===== config.mk =====
export PLATFORM = sky130hd
export DESIGN_NAME = div_sequencer
export DESIGN_NICKNAME = d
export VERILOG_FILES = /design/src/rtl/div_sequencer.sv
export SDC_FILE = /design/constraint.sdc
export NUM_CORES = 1
export LEC_CHECK = 0
export BUFFER_PORTS_ARGS = -buffer_cell sky130_fd_sc_hd__buf_2
export CORE_MARGIN = 1
export CORE_UTILIZATION = 45
export CTS_CLUSTER_DIAMETER = 80
export DETAILED_ROUTE_END_ITERATION = 10
export HOLD_SLACK_MARGIN = 0.02
export SETUP_SLACK_MARGIN = 0.02
export SLEW_MARGIN = 20
export SYNTH_ARGS = -nofsm -noshare
export SYNTH_HDL_FRONTEND = slang
export SYNTH_SLANG_ARGS = --single-unit

===== constraint.sdc =====
create_clock -name clk -period 6.94 [get_ports clk]
set_input_delay 0.694 -clock clk [delete_from_list [all_inputs] [get_ports clk]]
set_output_delay 0.694 -clock clk [all_outputs]
set_load 0.005 [all_outputs]

===== src/rtl/div_sequencer.sv =====
// Multi-cycle restoring divider for DIV/DIVU/REM/REMU with a three-state sequencer.
// Stalls the pipeline while iterating; special cases may short-circuit to DONE.
module div_sequencer #(
  parameter int unsigned FAST_SPECIAL = 1
) (
  input  logic        clk,
  input  logic        rst,
  input  logic        req_valid,
  input  logic [1:0]  req_func,
  input  logic [31:0] req_opa,
  input  logic [31:0] req_opb,
  input  logic        flush,
  output logic        stall_out,
  output logic        busy,
  output logic        result_valid,
  output logic [31:0] result
);

  localparam bit FAST = (FAST_SPECIAL != 32'd0);

  typedef enum logic [1:0] {
    IDLE = 2'd0,
    CALC = 2'd1,
    DONE = 2'd2
  } state_e;

  function automatic logic [31:0] special_result(input logic [1:0] func,
                                                 input logic [31:0] opa,
                                                 input logic div0);
    logic [31:0] res;
    if (div0) begin
      res = func[1] ? opa : 32'hFFFF_FFFF;
    end else begin
      res = func[1] ? 32'h0000_0000 : 32'h8000_0000;
    end
    return res;
  endfunction

  // Sign flags are only ever set for signed ops, so no func check is needed here.
  function automatic logic [31:0] fixup(input logic [1:0] func,
                                        input logic [31:0] quo,
                                        input logic [31:0] rem,
                                        input logic neg_a,
                                        input logic neg_b,
                                        input logic div0);
    logic [31:0] q;
    logic [31:0] r;
    q = (neg_a ^ neg_b) ? (32'd0 - quo) : quo;
    if (div0) begin
      q = 32'hFFFF_FFFF;
    end else begin
      q = q;
    end
    r = neg_a ? (32'd0 - rem) : rem;
    return func[1] ? r : q;
  endfunction

  state_e      state_q, state_d;
  logic [4:0]  cnt_q, cnt_d;
  logic [32:0] rem_q, rem_d;
  logic [31:0] quo_q, quo_d;
  logic [31:0] dvsr_q, dvsr_d;
  logic [1:0]  func_q, func_d;
  logic        neg_a_q, neg_a_d;
  logic        neg_b_q, neg_b_d;
  logic        div0_q, div0_d;
  logic [31:0] stage_q, stage_d;
  logic [31:0] result_q, result_d;

  logic        req_signed, req_neg_a, req_neg_b, req_div0, req_ovf;
  logic [31:0] abs_a, abs_b;
  logic [33:0] shifted, diff;
  logic [32:0] step_rem;
  logic [31:0] step_quo;

  // One restoring step on the current partial remainder/quotient.
  always_comb begin
    shifted = {rem_q, quo_q[31]};
    diff    = shifted - {2'b00, dvsr_q};
    if (diff[33]) begin
      step_rem = shifted[32:0];
      step_quo = {quo_q[30:0], 1'b0};
    end else begin
      step_rem = diff[32:0];
      step_quo = {quo_q[30:0], 1'b1};
    end
  end

  // Request decode: signedness, magnitudes and special-case detection.
  always_comb begin
    req_signed = ~req_func[0];
    req_neg_a  = req_signed & req_opa[31];
    req_neg_b  = req_signed & req_opb[31];
    abs_a      = req_neg_a ? (32'd0 - req_opa) : req_opa;
    abs_b      = req_neg_b ? (32'd0 - req_opb) : req_opb;
    req_div0   = (req_opb == 32'd0);
    req_ovf    = req_signed && (req_opa == 32'h8000_0000) && (req_opb == 32'hFFFF_FFFF);
  end

  // Next-state and datapath update for the sequencer.
  always_comb begin
    state_d  = state_q;
    cnt_d    = cnt_q;
    rem_d    = rem_q;
    quo_d    = quo_q;
    dvsr_d   = dvsr_q;
    func_d   = func_q;
    neg_a_d  = neg_a_q;
    neg_b_d  = neg_b_q;
    div0_d   = div0_q;
    stage_d  = stage_q;
    result_d = result_q;
    case (state_q)
      IDLE: begin
        if (req_valid && !flush) begin
          func_d  = req_func;
          neg_a_d = req_neg_a;
          neg_b_d = req_neg_b;
          div0_d  = req_div0;
          quo_d   = abs_a;
          dvsr_d  = abs_b;
          rem_d   = 33'd0;
          cnt_d   = 5'd0;
          if (FAST && (req_div0 || req_ovf)) begin
            stage_d = special_result(req_func, req_opa, req_div0);
            state_d = DONE;
          end else begin
            state_d = CALC;
          end
        end else begin
          state_d = IDLE;
        end
      end
      CALC: begin
        if (flush) begin
          state_d = IDLE;
        end else begin
          rem_d = step_rem;
          quo_d = step_quo;
          cnt_d = cnt_q + 5'd1;
          if (cnt_q == 5'd31) begin
            stage_d = fixup(func_q, step_quo, step_rem[31:0], neg_a_q, neg_b_q, div0_q);
            state_d = DONE;
          end else begin
            state_d = CALC;
          end
        end
      end
      DONE: begin
        state_d = IDLE;
        if (!flush) begin
          result_d = stage_q;
        end else begin
          result_d = result_q;
        end
      end
      default: begin
        state_d = IDLE;
      end
    endcase
  end

  // State and datapath registers.
  always_ff @(posedge clk) begin
    if (rst) begin
      state_q  <= IDLE;
      cnt_q    <= 5'd0;
      rem_q    <= 33'd0;
      quo_q    <= 32'd0;
      dvsr_q   <= 32'd0;
      func_q   <= 2'd0;
      neg_a_q  <= 1'b0;
      neg_b_q  <= 1'b0;
      div0_q   <= 1'b0;
      stage_q  <= 32'd0;
      result_q <= 32'd0;
    end else begin
      state_q  <= state_d;
      cnt_q    <= cnt_d;
      rem_q    <= rem_d;
      quo_q    <= quo_d;
      dvsr_q   <= dvsr_d;
      func_q   <= func_d;
      neg_a_q  <= neg_a_d;
      neg_b_q  <= neg_b_d;
      div0_q   <= div0_d;
      stage_q  <= stage_d;
      result_q <= result_d;
    end
  end

  // Handshake outputs; a flush in DONE suppresses the pulse and keeps the old result.
  always_comb begin
    stall_out    = ((state_q == IDLE) && req_valid && !flush) || (state_q == CALC);
    busy         = (state_q != IDLE);
    result_valid = (state_q == DONE) && !flush;
    if (result_valid) begin
      result = stage_q;
    end else begin
      result = result_q;
    end
  end

endmodule

==> flow_summary.json, run 1 <==
{
  "grt_pass1_wl_um": 67300,
  "cap_violations": 0,
  "yosys_warnings": 0,
  "first_iter_violations": 1313,
  "final_antenna_net_count": 0,
  "drc": 0,
  "power_leakage_nw": 5.53,
  "slowest_delay_ns": 0.55,
  "grt_overflow_total": 0,
  "power.density_nw_per_um2": 190,
  "diodes": 0,
  "placed_area_um2": 13600,
  "fin_area_um2": 14200,
  "via_per_inst": 6.14,
  "clock-root-buffer": "clkbuf_16",
  "wl_met2_um": 18900,
  "syn-num-nets": 1811,
  "final_cell_mix": "nor2_1, dfxtp_1, a21oi_1",
  "status": "finished clean",
  "wirelength_um": 43800,
  "yosys_most_used_dff": "dfxtp_1",
  "crit_family": "simple AND/OR/NAND/NOR gates",
  "final_util_pct": 50.9,
  "cp-end-kind": "flop",
  "cts-hold-fix-buffers": 0,
  "async_flop_share_pct": 0,
  "clock_sinks": 172,
  "crit_slowest_cell": "or4_4",
  "arrival_ns": 6.46,
  "path_buf_inv": 2,
  "rsz0062_at_grt": "false",
  "avgSynthCellArea_um2": 7.57,
  "max_clock_freq_ghz": 0.164,
  "cts_buffer_depth": 2,
  "cts_resized": 0,
  "dp_slack_ns": 0.989,
  "grt_max_degree": 79,
  "hold_violations": 0,
  "worstSkewPairLatency_ns": 0.46,
  "synthToLayoutAreaGrowth_pct": 10.3,
  "cts_tree": "built",
  "max-vdd-ir-drop_v": 0.000145,
  "nNetsFinal": 1834,
  "fin_cells": 2115,
  "path_max_fanout": 47,
  "met1_length_um": 20700,
  "tightest_slew_ns": 1.11,
  "place.port_buffers": 104,
  "start_util_pct": 46.1,
  "fp.coreArea_um2": 27900,
  "dp.cells": 2083,
  "cp.required_ns": 7.30,
  "synth_area_um2": 12900,
  "post_cts_buffers": 0,
  "critPathLaunchType": "flop",
  "fin_crit_sh_pct": 87.9,
  "crit_type": "flop to flop",
  "cts_inserted_buffers": 17,
  "wl_met3_um": 3160,
  "setup_violations": 0,
  "fin_crit_ns": 6.10,
  "cts.clk_slew.worst_paths_ns": 0.08,
  "die_y_um": 171,
  "clock_skew_ns": 0.0166,
  "dr.max_layer_used": "met5",
  "drive_gt1_share_pct": 13.9,
  "num_vias": 12980,
  "drt_pass1_iterations": 6,
  "cp_cell_sequence": "ha_1 > nand4_1 > nor2_1 > o311ai_1 > a31oi_2 > nor3_4 > nor2_4 > buf_4 > mux2i_1 > ha_1 > inv_1 > or4_4 > or3_4 > nor3_4 > mux2i_1 > nor4_2 > o221ai_1 > or3b_1 > a311oi_1",
  "gp_congestion": 0.957,
  "final_common_cell": "nor2_1",
  "fp.dieW_um": 171,
  "drt-wirelength-per-cell_um": 20.7,
  "ys_ff_latch": 172,
  "min_path_type": "flop to flop",
  "synthCells": 1701,
  "grtUsageTotal_pct": 30.1,
  "drv_slew": 0,
  "ys_types": 93,
  "timing.final.ws_setup_ns": 0.840,
  "num_io_pins": 105,
  "tns_ns": 0,
  "placementRows": 61,
  "cts_max_level": 4,
  "seq_area_frac_synth_pct": 26.7,
  "synth-edff-count": 0,
  "hpwl_um": 33000,
  "relSlewSlack_pct": 25.9,
  "antenna_found_initial": 1,
  "grt_pass1_vias": 11665,
  "die_area_um2": 29300
}
==> cells in the mapped netlist, types with 4 or more instances <==
| cell type | count | area [um2] |
|---|---|---|
| and3_1 | 8 | 50.1 |
| or3_1 | 31 | 194 |
| a221o_1 | 4 | 40.0 |
| o221ai_1 | 12 | 105 |
| a21o_1 | 20 | 150 |
| nand3b_1 | 5 | 37.5 |
| nor3_1 | 40 | 200 |
| buf_1 | 8 | 30.0 |
| nor2b_1 | 47 | 294 |
| nand4_1 | 19 | 119 |
| nand2_1 | 106 | 398 |
| nand2b_1 | 8 | 50.1 |
| mux2i_1 | 26 | 260 |
| a311oi_1 | 36 | 315 |
| a211oi_1 | 59 | 443 |
| ha_1 | 39 | 488 |
| nor4_1 | 23 | 144 |
| a22oi_1 | 20 | 150 |
| o41ai_1 | 9 | 78.8 |
| a31oi_1 | 17 | 106 |
| dfxtp_1 | 172 | 3440 |
| clkbuf_1 | 96 | 360 |
| or4_1 | 11 | 82.6 |
| a211o_1 | 5 | 43.8 |
| mux2_2 | 37 | 417 |
| o21ai_0 | 103 | 515 |
| a21oi_1 | 139 | 696 |
| nor2_1 | 243 | 912 |
| nand3_1 | 22 | 110 |
| buf_2 | 13 | 65.1 |
| xor2_1 | 58 | 508 |
| and4_1 | 7 | 61.3 |
| o211ai_1 | 10 | 75.1 |
| or2_2 | 7 | 43.8 |
| xnor2_1 | 67 | 587 |
| and2_1 | 8 | 50.1 |
| inv_1 | 56 | 210 |
| o31ai_1 | 23 | 173 |
| o21a_1 | 5 | 37.5 |
==> logic make-up after synthesis <==
| logic type | Yosys count | share of synthesized area [%] |
|---|---|---|
| mux | 63 | 5.26 |
| flops | 172 | 26.7 |
| fa+ha+maj | 40 | 3.95 |
| buf+inv | 177 | 5.38 |
| compound gates | 512 | 26.7 |
| simple gates | 612 | 23.4 |
| xor+xnor | 125 | 8.50 |
==> worst register-to-register path: stages, from the launching register on <==
cell,delay (ns)
dfxtp_1,0.37
ha_1,0.50
nand4_1,0.29
nor2_1,0.29
o311ai_1,0.20
a31oi_2,0.38
nor3_4,0.13
nor2_4,0.11
buf_4,0.54
mux2i_1,0.38
ha_1,0.25
inv_1,0.08
or4_4,0.55
or3_4,0.36
nor3_4,0.21
mux2i_1,0.15
nor4_2,0.42
o221ai_1,0.17
or3b_1,0.39
a311oi_1,0.24
==> metal layers <==
metal,global-route usage [%],up-vias
met5,0,-
met4,8.23,2
met3,5.81,78
met2,45.0,489
met1,43.4,6139
li1,-,6272
==> worst paths after layout <==
check | slack (ns) | to | depth (start not counted) | from
worst min register to register | 0.45 | dvsr_q[30] | 2 | dvsr_q[30]
worst max register to register | 0.84 | stage_q[30] | 19 | rem_q[5]
worst min-delay path | 0.45 | dvsr_q[30] | 2 | dvsr_q[30]
worst max-delay path | 0.84 | stage_q[30] | 19 | rem_q[5]
==> area by class of cell <==
| cell class | instances | area [um2] |
|---|---|---|
| flip-flops and latches | 172 | 3440 |
| repair buffers | 124 | 686 |
| fillers | 2816 | 13700 |
| well taps | 378 | 473 |
| clock inverters | 15 | 190 |
| inverters | 57 | 214 |
| clock buffers | 17 | 425 |
| multi-input cells | 1352 | 8770 |
==> metrics by stage <==
step                total power, W  hold slack, ns
floorplan                  0.00150           0.432
detailed placement         0.00170           0.445
CTS                        0.00270           0.453
global route               0.00282           0.469
finish                     0.00270           0.453
global placement           0.00170           0.441
==> sequential cells by signal, indices dropped and copies added, names as in the netlist, 2 cells and up <==
register and count:
stage_q 32, result_q 32, state_q 2, quo_q 32, cnt_q 5, rem_q 33, dvsr_q 32
==> report_power, final <==
part	total [W]	switching [W]	internal, W
Combinational	0.000641	0.000421	0.000220
Sequential	0.00105	0.0000318	0.00101
Clock	0.00101	0.000520	0.000494
No activity file was read; power rests on OpenSTA's default activity.
==> run 2, diff against run 1 <==
--- a/config.mk
+++ b/config.mk
@@ -5,6 +5,7 @@
 export SDC_FILE = /design/constraint.sdc
 export NUM_CORES = 1
 export LEC_CHECK = 0
+export ABC_AREA = 1
 export BUFFER_PORTS_ARGS = -buffer_cell sky130_fd_sc_hd__buf_2
 export CORE_MARGIN = 1
 export CORE_UTILIZATION = 45
==> run 2 against run 1 <==
Against the previous run:
- global-route usage rose by 4.1 points
- clock skew fell by 0.0059 ns
- hold slack improved by 0.015 ns
- fmax rose by 17%
- setup slack improved by 0.90 ns
- first-iteration DRC count rose by 37%
- via count rose by 22%
- register-to-register slack improved by 0.90 ns
- sequential share of layout area fell by 1.6 points
- combinational power rose by 38%
==> flow_summary.json, run 2 <==
{
  "status": "finished clean",
  "ys_types": 54,
  "fp.coreArea_um2": 30000,
  "syn-num-nets": 2437,
  "grt_pass1_vias": 14167,
  "yosys.cell_count.top_type": "nand2_1",
  "cp.required_ns": 7.33,
  "synthTopCellsByCount": "nand2_1, inv_1, nor2_1",
  "worstSkewPairLatency_ns": 0.46,
  "fillCellCount": 3240,
  "first_iter_violations": 1796,
  "cts.clk_slew.worst_paths_ns": 0.08,
  "cts_resized": 0,
  "netlist.area_leader.share_pct": 24.8,
  "synth-edff-count": 0,
  "cp-endpoint": "stage_q[26]",
  "wirelength_um": 53300,
  "path_max_fanout": 33,
  "relSlewSlack_pct": 37.9,
  "drt-wirelength-per-cell_um": 19.3,
  "cap_violations": 0,
  "gp_congestion": 0.954,
  "reg2reg_depth": 23,
  "cp-end-kind": "flop",
  "power.density_nw_per_um2": 195,
  "cts_max_level": 4,
  "timing.final.ws_setup_ns": 1.74,
  "clock_skew_ns": 0.0107,
  "synth_area_um2": 13900,
  "clock_sinks": 172,
  "grt_overflow_total": 0,
  "min_path_type": "flop to flop",
  "setup_violations": 0,
  "crit_type": "flop to flop",
  "grtUsageTotal_pct": 34.2,
  "hpwl_um": 40700,
  "avgSynthCellArea_um2": 5.97,
  "drc": 0,
  "via_per_inst": 5.73,
  "async_flop_share_pct": 0,
  "placementRows": 63,
  "power_leakage_nw": 7.33,
  "place.port_buffers": 104,
  "final_antenna_net_count": 0,
  "final_cell_mix": "nand2_1, inv_1, nor2_1",
  "num_vias": 15852,
  "cp_cell_sequence": "ha_1 > a21oi_1 > nand2_1 > nand2_1 > nand2_1 > a21oi_2 > nand3_1 > nand2_4 > ha_1 > inv_1 > nor3_1 > inv_1 > nor3_1 > inv_1 > nor3_1 > nand4_1 > nand2_1 > o21ai_0 > o21ai_0 > a21oi_1 > a21oi_1 > o21ai_1 > a21oi_1",
  "startpoint": "rem_q[19]",
  "die_area_um2": 31600,
  "dp_slack_ns": 1.82,
  "num_io_pins": 105,
  "cts-hold-fix-buffers": 0,
  "tns_ns": 0,
  "r2r-start": "rem_q[19]",
  "drive_gt1_share_pct": 10.6,
  "regMostFlops": "rem_q",
  "rr_endpoint": "stage_q[26]",
  "yosys_most_used_dff": "dfxtp_1",
  "arrival_ns": 5.59,
  "final_common_cell": "nand2_1",
  "cts_buffer_depth": 2,
  "hold_violations": 0,
  "max_clock_freq_ghz": 0.192,
  "diodes": 0,
  "post_cts_buffers": 0,
  "fin_crit_sh_pct": 75.0,
  "max-vdd-ir-drop_v": 0.000231,
  "fin_crit_ns": 5.20,
  "grt_max_degree": 98,
  "slowest_delay_ns": 0.52,
  "rsz0062_at_grt": "false",
  "cts_inserted_buffers": 17,
  "hold_ws_ns": 0.468,
  "nNetsFinal": 2475,
  "cts_tree": "built",
  "critPathLaunchType": "flop",
  "fp.dieW_um": 178,
  "start_util_pct": 46.3,
  "drv_slew": 0,
  "yosysTopAreaCell": "dfxtp_1",
  "seq_area_frac_synth_pct": 24.8,
  "ys_ff_latch": 172,
  "tightest_slew_ns": 0.928,
  "synthCells": 2327,
  "reg2reg_slack_ns": 1.74,
  "crit_slowest_cell": "nand2_4",
  "drt_pass1_iterations": 6,
  "synth_area_leaders": "dfxtp_1, nand2_1, inv_1",
  "yosys_warnings": 0,
  "clock-root-buffer": "clkbuf_16",
  "antenna_found_initial": 3,
  "largest_reg_flops": 33,
  "die_y_um": 178,
  "grt_pass1_wl_um": 81900,
  "synthToLayoutAreaGrowth_pct": 9.27
}
-- run 2: layer usage --
layer / global-route usage, % / wire (um) / vias to the layer above
met5: 0 / 13 / -
met2: 49.1 / 21800 / 777
met1: 51.6 / 25300 / 7320
met4: 8.23 / 1070 / 2
li1: - / - / 7671
met3: 6.30 / 5140 / 82
-- run 2: power breakdown --
group          switching, W  total, W  internal (W)
combinational      0.000625  0.000883      0.000259
sequential        0.0000346   0.00106       0.00102
clock              0.000496   0.00101      0.000517
-- run 2: cells by family after synthesis --
family,synth area share (%)
adders and majority gates,3.66
xor gates and xnor gates,3.59
DFF,24.8
buffers and inverters,12.4
and+or+nand+nor,34.8
AOI/OAI and AO/OA,20.7
-- run 2: worst min path at each step --
stage	startpoint	end	slack [ns]	cells after the start
after floorplan	stage_q[0]	result_q[0]	0.44	2
after global placement	cnt_q[4]	cnt_q[4]	0.45	2
after detailed placement	quo_q[29]	quo_q[29]	0.46	2
after CTS	quo_q[29]	quo_q[29]	0.47	2
after global routing	quo_q[29]	quo_q[29]	0.48	2
final	quo_q[29]	quo_q[29]	0.47	2
-- run 2: area by class of cell --
| type | count | area (um2) | area share, % |
|---|---|---|---|
| Tap cell | 390 | 488 | 3.21 |
| Sequential cell | 172 | 3440 | 22.7 |
| Clock inverter | 14 | 173 | 1.14 |
| Clock buffer | 18 | 429 | 2.83 |
| Inverter | 338 | 1270 | 8.36 |
| Multi-Input combinational cell | 1718 | 8750 | 57.7 |
| Timing Repair Buffer | 118 | 628 | 4.14 |
-- run 2: worst max-delay path, delay by kind of cell, from the launching register on --
family,cells,cell delay [ns]
flops,1,0.35
buf+inv,3,0.25
compound gates,8,1.38
simple gates,10,2.51
fa+ha+maj,2,0.65
-- run 2: per-stage QoR --
stage	utilization, %	area, um2	power (W)	instances
global route	50.6	15200	0.00311	2768
floorplan	-	13900	0.00167	2327
CTS	50.6	15200	0.00294	2768
global placement	48.6	14600	0.00194	2736
detailed placement	48.6	14600	0.00194	2736
finish	50.6	15200	0.00296	2768
==> run 3, diff against run 2 <==
==> constraint.sdc (replaced) <==
create_clock -name clk -period 4.4 [get_ports clk]
set_input_delay 0.44 -clock clk [delete_from_list [all_inputs] [get_ports clk]]
set_output_delay 0.44 -clock clk [all_outputs]
set_load 0.005 [all_outputs]
==> run 3 against run 2 <==
Against the previous run:
- the flow now finishes with violations (design-rule violations)
- via count fell by 2.3%
- sequential cell count did not move
- combinational power rose by 61%
- fmax rose by 31%
- total power rose by 58%
- setup slack got worse by 1.3 ns
- first-iteration DRC count fell by 18%
- clock skew rose by 0.0027 ns
- largest cell class unchanged
==> flow_summary.json, run 3 (synthesis gave the netlist of run 2 again) <==
{
  "status": "finished with violations",
  "violations": "design-rule violations",
  "crit_slowest_cell": "dfxtp_1",
  "first_iter_violations": 1478,
  "drive_gt1_share_pct": 11.7,
  "setup_violations": 0,
  "rr_endpoint": "stage_q[27]",
  "die_area_um2": 31600,
  "cts_buffer_depth": 2,
  "final_antenna_net_count": 0,
  "cts.clk_slew.worst_paths_ns": 0.08,
  "r2r-start": "dvsr_q[11]",
  "final_common_cell": "nand2_1",
  "reg2reg_slack_ns": 0.42,
  "fin_crit_sh_pct": 90.4,
  "slowest_delay_ns": 0.35,
  "reg2reg_depth": 29,
  "cts_inserted_buffers": 17,
  "fp.coreArea_um2": 30000,
  "worstHoldStart": "req_opb[0]",
  "nNetsFinal": 2494,
  "clock-root-buffer": "clkbuf_16",
  "max_clock_freq_ghz": 0.251,
  "path_max_fanout": 21,
  "timing.final.ws_setup_ns": 0.422,
  "cp.required_ns": 4.80,
  "die_y_um": 178,
  "post_cts_buffers": 0,
  "cts_resized": 0,
  "critPathLaunchType": "flop",
  "crit_family": "simple AND/OR/NAND/NOR gates",
  "placementRows": 63,
  "regMostFlops": "rem_q",
  "hold_violations": 0,
  "relSlewSlack_pct": 35.7,
  "clock_skew_ns": 0.0134,
  "max-vdd-ir-drop_v": 0.000283,
  "final_cell_mix": "nand2_1, inv_1, nor2_1",
  "cts_max_level": 4,
  "hpwl_um": 39900,
  "grtUsageTotal_pct": 33.5,
  "path_buf_inv": 7,
  "worst-path-stages": 29,
  "largest_reg_flops": 33,
  "rsz0062_at_grt": "false",
  "power.density_nw_per_um2": 303,
  "cts-hold-fix-buffers": 0,
  "antenna_found_initial": 0,
  "worst_path_most_repeated_cell": "nand2_1",
  "min_path_type": "input port to flop",
  "dp_slack_ns": 0.331,
  "gp_congestion": 1.03,
  "grt_overflow_total": 0,
  "drt_pass1_iterations": 9,
  "grt_pass1_wl_um": 80200,
  "arrival_ns": 4.38,
  "cap_violations": 0,
  "fin_crit_ns": 3.98,
  "power_leakage_nw": 7.44,
  "synthToLayoutAreaGrowth_pct": 10.7,
  "start_util_pct": 46.3,
  "cp-end-kind": "flop",
  "wirelength_um": 52400,
  "fp.dieW_um": 178,
  "hold_end": "dvsr_q[0]",
  "cts_tree": "built",
  "num_io_pins": 105,
  "diodes": 0,
  "grt_pass1_vias": 13810,
  "tightest_slew_ns": 0.965,
  "clock_sinks": 172,
  "crit_type": "flop to flop",
  "drt-wirelength-per-cell_um": 18.8,
  "grt_max_degree": 98,
  "worstSkewPairLatency_ns": 0.46,
  "via_per_inst": 5.56,
  "hold_path_depth": 3,
  "tns_ns": 0,
  "num_vias": 15493,
  "place.port_buffers": 104,
  "drv_slew": 0,
  "drc": 1
}
run 3: how the worst max path moves through the flow:
stage	slack [ns]	start	end
finish	0.42	dvsr_q[11]	stage_q[27]
detailed placement	0.33	dvsr_q[26]	stage_q[30]
global route	0.03	dvsr_q[11]	stage_q[26]
global placement	0.42	rem_q[19]	stage_q[30]
floorplan	0.56	dvsr_q[26]	stage_q[24]
CTS	0.28	rem_q[19]	stage_q[24]
run 3: per-stage QoR:
stage | hold slack (ns) | std cells | power, W | cell area (um2) | util, %
floorplan | 0.445 | 2327 | 0.00263 | 13900 | -
finish | 0.293 | 2787 | 0.00466 | 15400 | 51.2
global route | 0.295 | 2787 | 0.00490 | 15400 | 51.2
global placement | 0.455 | 2755 | 0.00306 | 14700 | 49.1
detailed placement | 0.459 | 2755 | 0.00307 | 14700 | 49.1
CTS | 0.278 | 2787 | 0.00463 | 15300 | 51.0
run 3: layout make-up:
cell class	instances	area, um2
clock buffer	17	425
clock inverter	15	166
fill	3211	14700
inverter	338	1270
multi-input combinational	1718	8800
sequential	172	3440
tap	390	488
timing repair buffer	137	783
run 3: tightest hold or removal path: stages:
cell and delay, ns:
buf_2 0.11, inv_1 0.07, o21ai_0 0.08
run 3: routing by layer:
| layer | wire, um | track usage [%] | up-vias | share of wire (%) |
|---|---|---|---|---|
| li1 | - | - | 7721 | - |
| met1 | 25300 | 48.5 | 7077 | 48 |
| met2 | 21000 | 47.0 | 622 | 40 |
| met3 | 5080 | 10.5 | 73 | 9.7 |
| met4 | 1060 | 8.80 | 0 | 2.0 |
| met5 | 0 | 0 | - | 0 |
run 3: power breakdown:
group / internal (W) / total, W / switching (W)
clock network: 0.000766 / 0.00156 / 0.000795
logic: 0.000428 / 0.00142 / 0.000995
registers: 0.00162 / 0.00167 / 0.0000556
